File: config.mk
export PLATFORM = sky130hd
export DESIGN_NAME = dram_bank_req_encoder_flat
export DESIGN_NICKNAME = d
export VERILOG_FILES = /design/src/rtl/dram_bank_req_encoder_if.sv /design/src/rtl/dram_bank_req_encoder.sv /design/src/flat_wrapper.sv
export SDC_FILE = /design/constraint.sdc
export NUM_CORES = 1
export LEC_CHECK = 0
export CAP_MARGIN = 30
export CORE_MARGIN = 5
export CORE_UTILIZATION = 53
export DETAILED_ROUTE_END_ITERATION = 16
export GPL_TIMING_DRIVEN = 0
export PLACE_DENSITY = 0.8
export SYNTH_ARGS = -nofsm -noshare
export SYNTH_HDL_FRONTEND = slang
export SYNTH_SLANG_ARGS = --single-unit
File: constraint.sdc
create_clock -name clk -period 2.71 [get_ports clk]
set_input_delay 0.542 -clock clk [delete_from_list [all_inputs] [get_ports clk]]
set_output_delay 0.542 -clock clk [all_outputs]
set_load 0.01 [all_outputs]
File: src/rtl/dram_bank_req_encoder_if.sv
// Bank request / scheduler handshake bundle for dram_bank_req_encoder.
//
// Signals:
//   en         enables new bank selections
//   req        per-bank request lines (level, held until granted)
//   bank_idx   encoded winning bank index
//   bank_valid bank_idx is valid and awaiting acceptance
//   bank_ready scheduler accepts bank_idx
//   grant      one-hot, one-cycle acknowledge to the winning bank
//   pending    OR of all request lines
//
// Modports:
//   master  requester/scheduler side (drives en, req, bank_ready)
//   slave   encoder side (drives bank_idx, bank_valid, grant, pending)
interface dram_bank_req_encoder_if #(
  parameter int NUM_BANKS = 8,
  parameter int IDX_W     = 3
);
  logic                 en;
  logic [NUM_BANKS-1:0] req;
  logic [IDX_W-1:0]     bank_idx;
  logic                 bank_valid;
  logic                 bank_ready;
  logic [NUM_BANKS-1:0] grant;
  logic                 pending;

  modport master (
    output en, req, bank_ready,
    input  bank_idx, bank_valid, grant, pending
  );

  modport slave (
    input  en, req, bank_ready,
    output bank_idx, bank_valid, grant, pending
  );
endinterface

File: src/rtl/dram_bank_req_encoder.sv
// Round-robin encoder from eight per-bank request lines to a registered
// 3-bit bank index for the command scheduler.
//
// A selection is made in IDLE, presented with valid/ready in HOLD, and the
// winning bank receives a one-cycle one-hot grant in ACK. The round-robin
// pointer advances to the bank after the one just granted.
//
// Ports:
//   clk    system clock, rising edge
//   rst_n  asynchronous active-low reset
//   bus    request/handshake bundle (slave modport)
module dram_bank_req_encoder #(
  parameter int NUM_BANKS = 8,
  parameter int IDX_W     = 3
) (
  input  logic                   clk,
  input  logic                   rst_n,
  dram_bank_req_encoder_if.slave bus
);

  typedef enum logic [1:0] {
    IDLE = 2'd0,
    HOLD = 2'd1,
    ACK  = 2'd2
  } state_e;

  state_e               state_q, state_d;
  logic [IDX_W-1:0]     ptr_q, ptr_d;
  logic [IDX_W-1:0]     bank_idx_q, bank_idx_d;
  logic                 bank_valid_q, bank_valid_d;
  logic [NUM_BANKS-1:0] grant_q, grant_d;

  logic [IDX_W:0]       rr_sel;

  // Returns {found, index}: first set request scanning p, p+1, ... with
  // natural wrap of the index width. Scanned from the far end so the
  // closest candidate to p is the last one written.
  function automatic logic [IDX_W:0] rr_select(
    input logic [NUM_BANKS-1:0] r,
    input logic [IDX_W-1:0]     p
  );
    logic [IDX_W-1:0] cand;
    logic [IDX_W:0]   res;
    res = '0;
    for (int off = NUM_BANKS - 1; off >= 0; off--) begin
      cand = p + IDX_W'(off);
      if (r[cand]) res = {1'b1, cand};
    end
    return res;
  endfunction

  assign rr_sel = rr_select(bus.req, ptr_q);

  always_comb begin
    state_d      = state_q;
    ptr_d        = ptr_q;
    bank_idx_d   = bank_idx_q;
    bank_valid_d = bank_valid_q;
    grant_d      = '0;

    unique case (state_q)
      IDLE: begin
        // req is only consulted here, so garbage on it while an index is
        // in flight cannot reach bank_idx.
        if (bus.en && rr_sel[IDX_W]) begin
          bank_idx_d   = rr_sel[IDX_W-1:0];
          bank_valid_d = 1'b1;
          state_d      = HOLD;
        end
      end
      HOLD: begin
        // The held index is committed: en and req no longer matter.
        if (bus.bank_ready) begin
          bank_valid_d = 1'b0;
          grant_d      = NUM_BANKS'(1) << bank_idx_q;
          ptr_d        = bank_idx_q + IDX_W'(1);
          state_d      = ACK;
        end
      end
      ACK: begin
        // Dead cycle so the granted requester can drop its line before
        // the next scan.
        state_d = IDLE;
      end
      default: begin
        state_d      = IDLE;
        bank_valid_d = 1'b0;
      end
    endcase
  end

  always_ff @(posedge clk or negedge rst_n) begin
    if (!rst_n) begin
      state_q      <= IDLE;
      ptr_q        <= '0;
      bank_idx_q   <= '0;
      bank_valid_q <= 1'b0;
      grant_q      <= '0;
    end else begin
      state_q      <= state_d;
      ptr_q        <= ptr_d;
      bank_idx_q   <= bank_idx_d;
      bank_valid_q <= bank_valid_d;
      grant_q      <= grant_d;
    end
  end

  assign bus.bank_idx   = bank_idx_q;
  assign bus.bank_valid = bank_valid_q;
  assign bus.grant      = grant_q;
  assign bus.pending    = |bus.req;

endmodule

File: src/flat_wrapper.sv
// flat-port wrapper written by rule: the top's interface ports become plain ports
module dram_bank_req_encoder_flat 
#(
  parameter int NUM_BANKS = 8,
  parameter int IDX_W     = 3
)
  (clk, rst_n, bus_en, bus_req, bus_bank_ready, bus_bank_idx, bus_bank_valid, bus_grant, bus_pending);
  dram_bank_req_encoder_if #(.NUM_BANKS(NUM_BANKS), .IDX_W(IDX_W)) bus_i ();
  input  logic clk;
  input  logic rst_n;
  input wire logic [$bits(bus_i.en)-1:0] bus_en;
  input wire logic [$bits(bus_i.req)-1:0] bus_req;
  input wire logic [$bits(bus_i.bank_ready)-1:0] bus_bank_ready;
  output wire logic [$bits(bus_i.bank_idx)-1:0] bus_bank_idx;
  output wire logic [$bits(bus_i.bank_valid)-1:0] bus_bank_valid;
  output wire logic [$bits(bus_i.grant)-1:0] bus_grant;
  output wire logic [$bits(bus_i.pending)-1:0] bus_pending;
  assign bus_i.en = bus_en;
  assign bus_i.req = bus_req;
  assign bus_i.bank_ready = bus_bank_ready;
  assign bus_bank_idx = bus_i.bank_idx;
  assign bus_bank_valid = bus_i.bank_valid;
  assign bus_grant = bus_i.grant;
  assign bus_pending = bus_i.pending;
  dram_bank_req_encoder #(.NUM_BANKS(NUM_BANKS), .IDX_W(IDX_W)) u_core (.clk(clk), .rst_n(rst_n), .bus(bus_i));
endmodule
==> results.ini <==
[final_layout]
nFillCells = 187
nets = 198
post-route-util = 0.698
design_area_sq_um = 1910
area_growth_pct = 26.7
num_antenna_cells = 0
drive_gt1_frac = 0.215

[clock_tree]
root_buffer = clkbuf_4
clock_latency_ns = 0.29
tritoncts = yes
hold_buffers = 0
clockBufferDepth = 2
cts-buffers-inserted = 3
cts_sinks = 17
clk_pin_slew_ns = 0.09
htree_levels = 1

[die]
core_area_sq_um = 2730
io_pins = 25
dieArea_sq_um = 4010
die_h_um = 63.3
start_util = 0.551
num_rows = 19
die_w_um = 63.3

[drt]
postRouteAntennaNets = 0
dr_total_vias = 1287
route.detailed.drc = 0
routed_via_density = 6.19
initialDrtViolationCount = 56
first_pass_iters = 4
wl_per_cell_um = 16.6
routed_wl_mm = 3.46

[critical_path]
crit_buf_inv = 4
r2r-start = u_core.ptr_q[0]$_DFFE_PN0P_
path_cells = buf_6, buf_12, clkinvlp_4, ha_4, buf_12, mux4_2, mux2i_4, o21ai_1, a31oi_1, nor4_1, o31a_1
cp_top_family = compound AO/OA/AOI/OAI gates
r2r_slack_ns = 0.08
worstPathArrival_ns = 2.80
start_kind = register
worst_r2r_path_depth = 11
worstPathRequired_ns = 2.88
critPathSlowestCell = mux4_2
path_class = register to register
crit_fanout = 10
slowest_delay_ns = 0.42
path_common_cell = buf_12
end_kind = register
r2r-end = u_core.bus.bank_idx[0]$_DFFE_PN0P_

[place]
gp_congestion = 0.897
place_hpwl_mm = 2.63
placed_area_sq_um = 1790
port_buffers = 24
dpl_worst_slack_ns = -0.0869

[grt]
grt_pass1_vias = 1245
grt-ovfl-total = 0
grt_pass1_wl_mm = 6.00
grt.total_usage = 0.179
antenna_found_initial = 0
grt_max_degree = 18

[sta]
setup-violations-final = 0
fin_ws_ns = 0.0848
fin_crit_ns = 2.63
tightestPinTransition_ns = 0.788
drv_slew = 0
finalHoldViolations = 0
period_share = 0.969
slew_headroom = 0.471
max_freq_mhz = 381
fin_skew_ns = 0.00840

[job]
drv_cap = 0

[synthesis]
synth.yosys.seq_area_share = 0.282
synth_edf_count = 0
async_flop_share = 1.00
yosys_warnings = 0
syn_area_sq_um = 1510
ys.flop_type = dfrtp_1
ys_ff_latch = 17
syn_area_per_cell_sq_um = 10.5
synth_cells = 144
synth.distinct_cells = 44
syn_nets = 164

[power]
finalPower_mw = 2.42
vdd_drop_max_uv = 1180
p_leak_nw = 0.818
power.density_nw_per_um2 = 1270

[min_path]
hold_path.class = register to register
min_from = u_core.bus.bank_valid$_DFFE_PN0P_
hold-path-cell-count = 2
holdPathEnd = u_core.bus.bank_valid$_DFFE_PN0P_

[outcome]
status = finished clean

[worst max-delay path by stage]
stage	from	endpoint	cells past startpoint
floorplan	u_core.ptr_q[1]$_DFFE_PN0P_	u_core.bus.bank_idx[2]$_DFFE_PN0P_	11
global placement	u_core.ptr_q[1]$_DFFE_PN0P_	u_core.bus.bank_idx[0]$_DFFE_PN0P_	11
detailed placement	u_core.ptr_q[1]$_DFFE_PN0P_	u_core.bus.bank_idx[0]$_DFFE_PN0P_	11
CTS	u_core.ptr_q[0]$_DFFE_PN0P_	u_core.bus.bank_idx[0]$_DFFE_PN0P_	11
global route	u_core.ptr_q[0]$_DFFE_PN0P_	u_core.bus.bank_idx[0]$_DFFE_PN0P_	11
finish	u_core.ptr_q[0]$_DFFE_PN0P_	u_core.bus.bank_idx[0]$_DFFE_PN0P_	11
[metrics by stage]
step | hold slack [ns] | instances | setup TNS [ns]
after floorplan | 0.246 | 144 | 0
after global placement | 0.462 | 199 | -0.200
after detailed placement | 0.473 | 199 | -0.246
after CTS | 0.495 | 204 | 0
after global routing | 0.545 | 208 | -0.0373
final | 0.496 | 208 | 0
[power by group]
part           internal [mW]  leakage [nW]  switching (mW)
logic                  0.969         0.578           0.946
registers              0.318         0.222          0.0561
clock network         0.0548        0.0177          0.0752
[cells in the mapped netlist, types with 2 or more instances]
cell,count,area [sq um]
a221oi_1,3,26.3
nor4_1,4,25.0
nand2_1,9,33.8
xnor2_1,2,17.5
a211oi_1,2,15.0
buf_6,3,33.8
and3_1,6,37.5
mux4_2,9,203
nand3_1,3,15.0
o21ai_1,2,10.0
nor2b_1,2,12.5
clkbuf_8,2,27.5
inv_1,11,41.3
mux2i_1,11,110
and2_1,4,25.0
ha_1,8,100
nor2_1,6,22.5
a21oi_1,5,25.0
xor2_1,2,17.5
o21ai_0,9,45.0
a31oi_1,2,12.5
dfrtp_1,17,425
[routing by layer]
metal,up-vias,part of all wire,wire [um],global-route usage
li1,610,-,-,-
met1,635,0.46,1580,0.257
met2,40,0.49,1700,0.301
met3,2,0.045,156,0.0213
met4,0,0.0041,14,0.0208
met5,-,0,0,0
[flip-flops by register name, summed over array words and instances (netlist names)]
signal	flops
u_core.state_q	2
u_core.bus.grant	8
u_core.ptr_q	3
u_core.bus.bank_idx	3
u_core.bus.bank_valid	1
[layout by cell type (no fill, tap or decap), types with 4 or more instances in the layout]
master and count:
nand2_1 9, nor2_1 6, nor4_1 4, mux4_2 9
clkdlybuf4s50_1 24, dfrtp_1 17, and3_1 6, o21ai_0 8
ha_1 7, inv_1 9, mux2i_1 9, buf_4 6
and2_1 4, a21oi_1 5
[kinds of logic after synthesis]
| logic type | after synthesis | synth area share |
|---|---|---|
| xor+xnor | 4 | 0.0233 |
| buf+inv | 19 | 0.0939 |
| compound gates | 35 | 0.159 |
| simple gates | 38 | 0.134 |
| flops | 17 | 0.282 |
| mux | 23 | 0.242 |
| fa+ha+maj | 8 | 0.0664 |
[final cells by class]
cell class              instances  area, sq um  share of cell area
clock buffers                   3         22.5              0.0118
repair buffers                 30          285               0.149
clock inverters                 1         5.00             0.00262
multi-input cells             108          992               0.520
well taps                      31         38.8              0.0203
plain buffers                   7         91.3              0.0478
flip-flops and latches         17          425               0.223
inverters                      11         48.8              0.0256
[tightest hold or removal path, stage by stage, from the launching register on]
cell,delay [ns]
dfrtp_1,0.36
nand2_1,0.05
nand2_1,0.06
[timing repair]
item,in CTS,in global routing
resized for setup,3,8
pin swaps,1,1
buffers inserted,1,5
endpoints found under the setup margin,3,3
No activity file was read; power rests on OpenSTA's default activity.
